`config.mk`:
```
export PLATFORM = sky130hd
export DESIGN_NAME = imem_arbiter
export DESIGN_NICKNAME = d
export VERILOG_FILES = /design/src/rtl/imem_arbiter.sv
export SDC_FILE = /design/constraint.sdc
export NUM_CORES = 1
export LEC_CHECK = 0
export CAP_MARGIN = 20
export CORE_ASPECT_RATIO = 1.4
export CORE_MARGIN = 2
export CORE_UTILIZATION = 35
export DETAILED_ROUTE_END_ITERATION = 12
export GPL_ROUTABILITY_DRIVEN = 0
export MAX_ROUTING_LAYER = met4
export PLACE_DENSITY_LB_ADDON = 0.1
export SYNTH_ARGS = -nofsm -noshare
export SYNTH_HDL_FRONTEND = slang
export SYNTH_SLANG_ARGS = --single-unit
```
`constraint.sdc`:
```
create_clock -name clk -period 1.7 [get_ports clk]
set_input_delay 0.17 -clock clk [delete_from_list [all_inputs] [get_ports clk]]
set_output_delay 0.17 -clock clk [all_outputs]
set_load 0.005 [all_outputs]
```
`src/rtl/imem_arbiter.sv`:
```
// imem_arbiter: arbitrates fetch and loader ports onto one instruction SRAM.
// Ports: clk/reset, fetch_*, ld_*, mem_*; IMEM_ARB_ROUND_ROBIN_EN selects round-robin arbitration.
module imem_arbiter #(
  parameter int AW = 10,
  parameter int DW = 32
) (
  input  logic          clk,
  input  logic          reset,
  input  logic          fetch_req,
  input  logic [31:0]   fetch_addr,
  output logic          fetch_gnt,
  output logic          fetch_rvalid,
  output logic [DW-1:0] fetch_rdata,
  output logic          fetch_err,
  input  logic          ld_req,
  input  logic          ld_we,
  input  logic          ld_lock,
  input  logic [31:0]   ld_addr,
  input  logic [DW-1:0] ld_wdata,
  output logic          ld_gnt,
  output logic          ld_rvalid,
  output logic [DW-1:0] ld_rdata,
  output logic          mem_en,
  output logic          mem_we,
  output logic [AW-1:0] mem_addr,
  output logic [DW-1:0] mem_wdata,
  input  logic [DW-1:0] mem_rdata
);

  typedef enum logic {ARB, LOCKED} state_t;

  state_t        state;
  logic          locked;
  logic          contend;
  logic          pick_ld;
  logic          f_oor;
  logic          l_oor;
  logic          f_pend;
  logic          f_err_q;
  logic          l_pend;
  logic [DW-1:0] f_hold;
  logic [DW-1:0] l_hold;

  assign f_oor = (fetch_addr >> (AW + 2)) != 32'd0;
  assign l_oor = (ld_addr >> (AW + 2)) != 32'd0;

  // A dropped ld_lock releases the lock in the same cycle.
  assign locked  = (state == LOCKED) && ld_lock;
  assign contend = fetch_req && ld_req && !locked;

`ifdef IMEM_ARB_ROUND_ROBIN_EN
  // 1: loader preferred on the next contended cycle.
  logic rr_ld;

  assign pick_ld = rr_ld;

  always_ff @(posedge clk) begin
    if (reset) begin
      rr_ld <= 1'b0;
    end else if (contend) begin
      rr_ld <= !rr_ld;
    end
  end
`else
  assign pick_ld = 1'b1;
`endif

  always_comb begin
    fetch_gnt = 1'b0;
    ld_gnt    = 1'b0;
    if (!reset) begin
      if (locked) begin
        ld_gnt = ld_req;
      end else if (contend) begin
        ld_gnt    = pick_ld;
        fetch_gnt = !pick_ld;
      end else begin
        fetch_gnt = fetch_req;
        ld_gnt    = ld_req;
      end
    end
  end

  assign mem_en    = (fetch_gnt && !f_oor) || (ld_gnt && !l_oor);
  assign mem_we    = ld_gnt && !l_oor && ld_we;
  assign mem_addr  = ld_gnt ? ld_addr[AW+1:2] : fetch_addr[AW+1:2];
  assign mem_wdata = ld_gnt ? ld_wdata : '0;

  // Gating with reset kills a read that was in flight when reset rose.
  assign fetch_rvalid = f_pend && !reset;
  assign fetch_err    = fetch_rvalid && f_err_q;
  assign ld_rvalid    = l_pend && !reset;

  assign fetch_rdata = fetch_rvalid ? (f_err_q ? '0 : mem_rdata) : f_hold;
  assign ld_rdata    = ld_rvalid ? mem_rdata : l_hold;

  always_ff @(posedge clk) begin
    if (reset) begin
      state   <= ARB;
      f_pend  <= 1'b0;
      f_err_q <= 1'b0;
      l_pend  <= 1'b0;
      f_hold  <= '0;
      l_hold  <= '0;
    end else begin
      state   <= (locked || (ld_gnt && ld_lock)) ? LOCKED : ARB;
      f_pend  <= fetch_gnt;
      f_err_q <= fetch_gnt && f_oor;
      l_pend  <= ld_gnt && !l_oor && !ld_we;
      if (fetch_rvalid) begin
        f_hold <= fetch_rdata;
      end
      if (ld_rvalid) begin
        l_hold <= ld_rdata;
      end
    end
  end

endmodule

```
==> results.cfg, run 1 <==
[status]
status = complete, but fails checks
violations = negative setup slack

[clock_tree]
cts_buffer_depth = 2
root_buffer = clkbuf_16
cts_tree = done
insertion_delay_ps = 330
clkTransAtPathRegs_ps = 50
ctsHoldBuffers = 0
cts.sinks = 68
numCtsBuffers = 9
cts_htree_levels = 3

[critical_path]
r2r_cells = 6
reg2reg_slack_ps = 210
crit_path_end_kind = primary output
max_stage_delay_ps = 320
critPathSlowestCell = dfxtp_2
worstPathArrival_ps = 1640
path_buf_inv = 4
cp_cell_sequence = nor2b_4 > buf_6 > buf_8 > buf_6 > mux2_4 > buf_6
r2r-start = l_pend
cp.required_ps = 1530
start_kind = flip-flop
cp_top_family = buffers and inverters
r2r_end = l_hold[8]
path_max_fanout = 5
crit_top_cell = buf_6
crit_type = flip-flop to primary output

[worst_hold_path]
hold_depth = 2
hp-class = primary input to flip-flop
hp-start = reset
hold_end = state

[detailed_routing]
first_iter_violations = 94
routedWlPerCell_um = 15.8
detail-route-antenna-nets = 0
first_pass_iters = 4
vias = 3395
drt-vias-per-instance = 4.60
drt-total-wl_um = 11600
drc = 0

[pwr]
peakVddDrop_v = 0.000603
combinationalPowerShare_pct = 16.2
switching_share_pct = 20.4
power_density_nw_per_um2 = 639
power.switching_uw = 849
intPower_mw = 3.32
power_mw = 4.17
seq_power_share_pct = 38.8
power_frac_clock_pct = 44.9
leakage_nw = 3.10

[synthesis]
seq_area_frac_synth_pct = 40.7
synth_cell_types = 20
syn_area_per_cell_um2 = 9.29
netlist_area_um2 = 3350
synth_top_area_share_pct = 40.7
ys_seq_elements = 68
synth_nets = 494
synth_area_leaders = dfxtp_1 (41%), mux2_4 (13%), nor2b_1 (12%), and2_1 (6.2%), nand2b_1 (6.2%)
yosysTopAreaCell = dfxtp_1
synth_cells = 360
yosysWarnings = 0

[sta]
layout_min_cycle_time_ps = 1810
worst_pin_slew_ps = 400
max_freq_mhz = 552
period_share_pct = 107
finalSetupViolCount = 25
relSlewSlack_pct = 73.3
hold_violations = 0
whs_ps = 197
finalWorstSetupSlack_ps = -111
drv_slew = 0
skew_ps = 7.45
tns_ps = -1090
rsz0062_at_grt = yes

[final_layout]
finalNetCount = 758
regArea_um2 = 1360
fillCellCount = 786
multiInputGateArea_um2 = 1880
diodes = 0
drive_above_1_share_pct = 22.5
area_growth_pct = 95.2

[floorplanning]
io_pins = 247
chipWidth_um = 86.6
start_util_pct = 35.8
rows = 42
coreArea_um2 = 9350
die_area_um2 = 10400
die_h_um = 120

[job]
drv_cap = 0

[global_routing]
grtUsageTotal_pct = 23.5
grt_pass1_vias = 3648
grt_pass1_wl_um = 18200
grt.overflow.total = 0
antenna_found_initial = 0
grt_max_degree = 39

[placement]
hpwlAfterDp_um = 8830
port_buffers = 242
[how the worst max path moves through the flow]
stage	from	end	slack (ps)	depth (start not counted)
6_report	l_pend	ld_rdata[16]	-110	6
5_1_grt	l_pend	ld_rdata[16]	-170	6
4_1_cts	l_pend	ld_rdata[21]	-200	7
3_5_place_dp	ld_addr[13]	mem_en	-320	6
3_3_place_gp	ld_req	mem_addr[5]	-290	5
2_1_floorplan	l_pend	l_hold[21]	400	5
[state kept, by name, indices dropped and copies added, names as in the netlist]
name,cells
l_pend,1
f_pend,1
f_hold,32
l_hold,32
f_err_q,1
state,1
[routing by layer]
| layer | track usage (%) | vias up | share of wire (%) |
|---|---|---|---|
| met5 | - | - | 0 |
| met4 | 8.11 | 0 | 2.5 |
| met3 | 7.50 | 15 | 8.1 |
| met2 | 40.8 | 142 | 51 |
| met1 | 24.7 | 1544 | 38 |
| li1 | - | 1694 | - |
[layout make-up]
| type | count | area share [%] |
|---|---|---|
| Timing Repair Buffer | 279 | 43.3 |
| Multi-Input combinational cell | 262 | 28.9 |
| Sequential cell | 68 | 20.9 |
| Clock buffer | 14 | 4.20 |
| Tap cell | 110 | 2.11 |
| Clock inverter | 1 | 0.460 |
| Inverter | 4 | 0.230 |
[kinds of logic after synthesis]
kind of cell / synth area share, %
flops: 40.7
compound gates: 5.01
mux: 17.4
simple gates: 32.0
buf+inv: 4.94
[cell usage in the layout, fill, tap and decap left out, types with 2 or more instances in the layout]
master	n
buf_6	43
dfxtp_2	2
o21ai_0	4
dlymetal6s2s_1	13
buf_12	4
clkdlybuf4s50_1	134
buf_2	4
and2_4	3
nand3_1	2
nor4_2	2
buf_8	2
clkbuf_16	9
nand2_1	34
clkbuf_2	5
dlygate4sd2_1	59
and2_1	30
nand2b_1	32
inv_1	4
nor2b_4	2
mux2_4	32
o21ai_1	27
clkbuf_1	2
bufbuf_16	2
nor2b_1	64
clkbuf_8	3
mux2_2	10
buf_4	12
nor2_1	5
dfxtp_1	66
nor4_1	8
[Yosys cell counts, drive strengths merged]
cell	instances
dfxtp	68
nand3	3
inv	4
and2	33
nand2b	33
o21ai	32
buf	12
nor3b	1
nand2	34
nor2b	66
nor4	10
o31ai	1
and4	1
mux2	42
nor2	6
clkbuf	14
[power by group through the flow]
stage	Sequential (mW)	Clock, mW	Combinational, mW
2_1_floorplan	1.65	0	0.176
3_3_place_gp	1.65	0	0.679
3_5_place_dp	1.65	0	0.688
4_1_cts	1.62	1.92	0.683
5_1_grt	1.62	2.00	0.728
6_report	1.62	1.87	0.677
[worst reg2reg max path, cell delays in order (launching register included)]
cell and delay [ps]:
dfxtp_2 320, nor2b_4 220, buf_6 170, buf_6 110
mux2_4 300, buf_4 140, nor2b_1 120
[timing repair]
| action | 4_1_cts | 5_1_grt |
|---|---|---|
| pin swaps | 1 | 4 |
| endpoints found under the hold margin | 0 | 0 |
| setup endpoints to repair | 113 | 50 |
| gates cloned | 4 | 0 |
| gates resized for setup | 250 | 34 |
| setup buffers | 19 | 3 |
[metrics by stage]
step | setup slack (ps) | utilization, % | cell area, um2 | cells
after global routing | -169 | 69.8 | 6530 | 738
after global placement | -292 | 63.5 | 5940 | 704
after CTS | -200 | 70.3 | 6580 | 742
final | -111 | 69.8 | 6530 | 738
after floorplan | 405 | - | 3350 | 360
after detailed placement | -323 | 63.5 | 5940 | 704
Power figures use the tool's default switching activity.
==> inputs of run 2 (changes only) <==
--- a/config.mk
+++ b/config.mk
@@ -13,6 +13,7 @@
 export GPL_ROUTABILITY_DRIVEN = 0
 export MAX_ROUTING_LAYER = met4
 export PLACE_DENSITY_LB_ADDON = 0.1
+export REMOVE_ABC_BUFFERS = 1
 export SYNTH_ARGS = -nofsm -noshare
 export SYNTH_HDL_FRONTEND = slang
 export SYNTH_SLANG_ARGS = --single-unit
==> run 2 against run 1 <==
Highest routed layer unchanged. Sequential cell count unchanged. Core utilization up 2.1 points. Sequential power about the same. Register-to-register slack about the same. Critical endpoint is now ld_rdata[27]. Critical path type unchanged. The flow still finishes with violations (negative setup slack). Routed wire length up 5.6%.
==> results.cfg, run 2 (same netlist as run 1, synthesis figures left out) <==
[global_routing]
grt_max_degree = 39
grt.overflow.total = 0
grt_pass1_vias = 3592
grt_pass1_wl_um = 18300
antenna_found_initial = 2
grtUsageTotal_pct = 24.2

[placement]
hpwlAfterDp_um = 8960
port_buffers = 242

[sta]
relSlewSlack_pct = 72.8
finalSetupViolCount = 23
whs_ps = 388
max_freq_mhz = 542
drv_slew = 0
period_share_pct = 109
finalWorstSetupSlack_ps = -145
layout_min_cycle_time_ps = 1850
rsz0062_at_grt = yes
worst_pin_slew_ps = 408
hold_violations = 0
skew_ps = 3.58

[floorplanning]
start_util_pct = 35.8
rows = 42
die_area_um2 = 10400
coreArea_um2 = 9350
io_pins = 247
die_h_um = 120
chipWidth_um = 86.6

[final_layout]
finalNetCount = 774
drive_above_1_share_pct = 29.6
mostFrequentLayoutCells = clkdlybuf4s50_1 (135), dfxtp_1 (66), nor2b_1 (64)
mostFrequentLayoutCell = clkdlybuf4s50_1
final_util_pct = 71.9
area_growth_pct = 101
top_regs = f_hold: 32 flops, l_hold: 32 flops
fillCellCount = 733

[clock_tree]
cts_buffer_depth = 2
insertion_delay_ps = 330
clkTransAtPathRegs_ps = 50
numCtsBuffers = 9
cts.sinks = 68
cts_htree_levels = 3
root_buffer = clkbuf_16
cts_tree = done

[pwr]
leakage_nw = 3.19
peakVddDrop_v = 0.000420
power_density_nw_per_um2 = 668
power_mw = 4.49

[detailed_routing]
drt-vias-per-instance = 4.67
detail-route-antenna-nets = 0
first_pass_iters = 4
routedWlPerCell_um = 16.2
drc = 0
vias = 3543
first_iter_violations = 104
drt-total-wl_um = 12300

[critical_path]
critPathSlowestCell = dfxtp_2
path_buf_inv = 5
crit_top_cell = buf_6
cp_cell_sequence = nor2b_4 > buf_12 > buf_12 > buf_6 > buf_6 > mux2_4 > buf_6
r2r-start = l_pend
path_max_fanout = 5
max_stage_delay_ps = 310
start_kind = flip-flop
cp.required_ps = 1530
crit_path_end_kind = primary output
worstPathArrival_ps = 1680
critical_path.startpoint = l_pend
crit_type = flip-flop to primary output
cp_top_family = buffers and inverters

[status]
violations = negative setup slack
status = complete, but fails checks

[worst_hold_path]
hp-start = reset
hp-class = primary input to flip-flop

[job]
drv_cap = 0
run 2: cell types whose count changed in the layout (fill, tap and decap cells not counted), sizes merged:
cell           change
buf               +30
bufbuf             -2
bufinv             +2
clkbuf             +5
clkdlybuf4s15      +5
clkdlybuf4s50      +1
clkinv             +1
diode              +3
dlygate4sd2       -27
dlymetal6s2s       +2
run 2: metrics by stage:
step / area [um2] / instances / setup WS [ps] / TNS (ps)
finish: 6730 / 758 / -145 / -1790
global route: 6720 / 757 / -209 / -3400
CTS: 6740 / 755 / -209 / -3640
detailed placement: 5970 / 707 / -415 / -14760
global placement: 5970 / 707 / -373 / -13300
floorplan: 3200 / 334 / -1580 / -113670
run 2: cell type report:
class	count	area [um2]	area share, %
well taps	110	138	2.05
inverters	4	15.0	0.223
clock buffers	12	256	3.81
multi-input cells	262	1940	28.9
diodes	3	7.51	0.112
repair buffers	295	2910	43.2
clock inverters	4	95.1	1.41
flip-flops and latches	68	1360	20.3
run 2: worst paths after layout:
| check | endpoint | slack, ps | cells after the start |
|---|---|---|---|
| max | ld_rdata[27] | -150 | 7 |
| min | f_pend | 390 | 5 |
| max reg2reg | l_hold[28] | 220 | 7 |
| min reg2reg | state | 490 | 2 |
run 2: worst min-delay path, delay by kind of cell:
kind / cells / cell delay (ps)
buf+inv: 3 / 350
simple gates: 2 / 170
run 2: power by group:
group / leakage [nW] / switching [mW] / internal, mW
clock network: 0.173 / 0.663 / 1.51
registers: 0.550 / 0.00597 / 1.61
logic: 2.46 / 0.236 / 0.466
run 2: layer usage:
layer | GRT usage [%] | up-vias | wire [um]
met5 | - | - | 0
met4 | 9.67 | 0 | 328
met3 | 9.08 | 23 | 1170
met2 | 42.5 | 158 | 6580
met1 | 23.7 | 1624 | 4220
li1 | - | 1738 | -
run 2: repair_timing:
item / CTS / global route
hold buffers: 0 / 0
gates cloned: 5 / 0
setup buffers: 29 / 6
pin swaps: 2 / 3
resized for setup: 294 / 63
setup endpoints to repair: 113 / 75
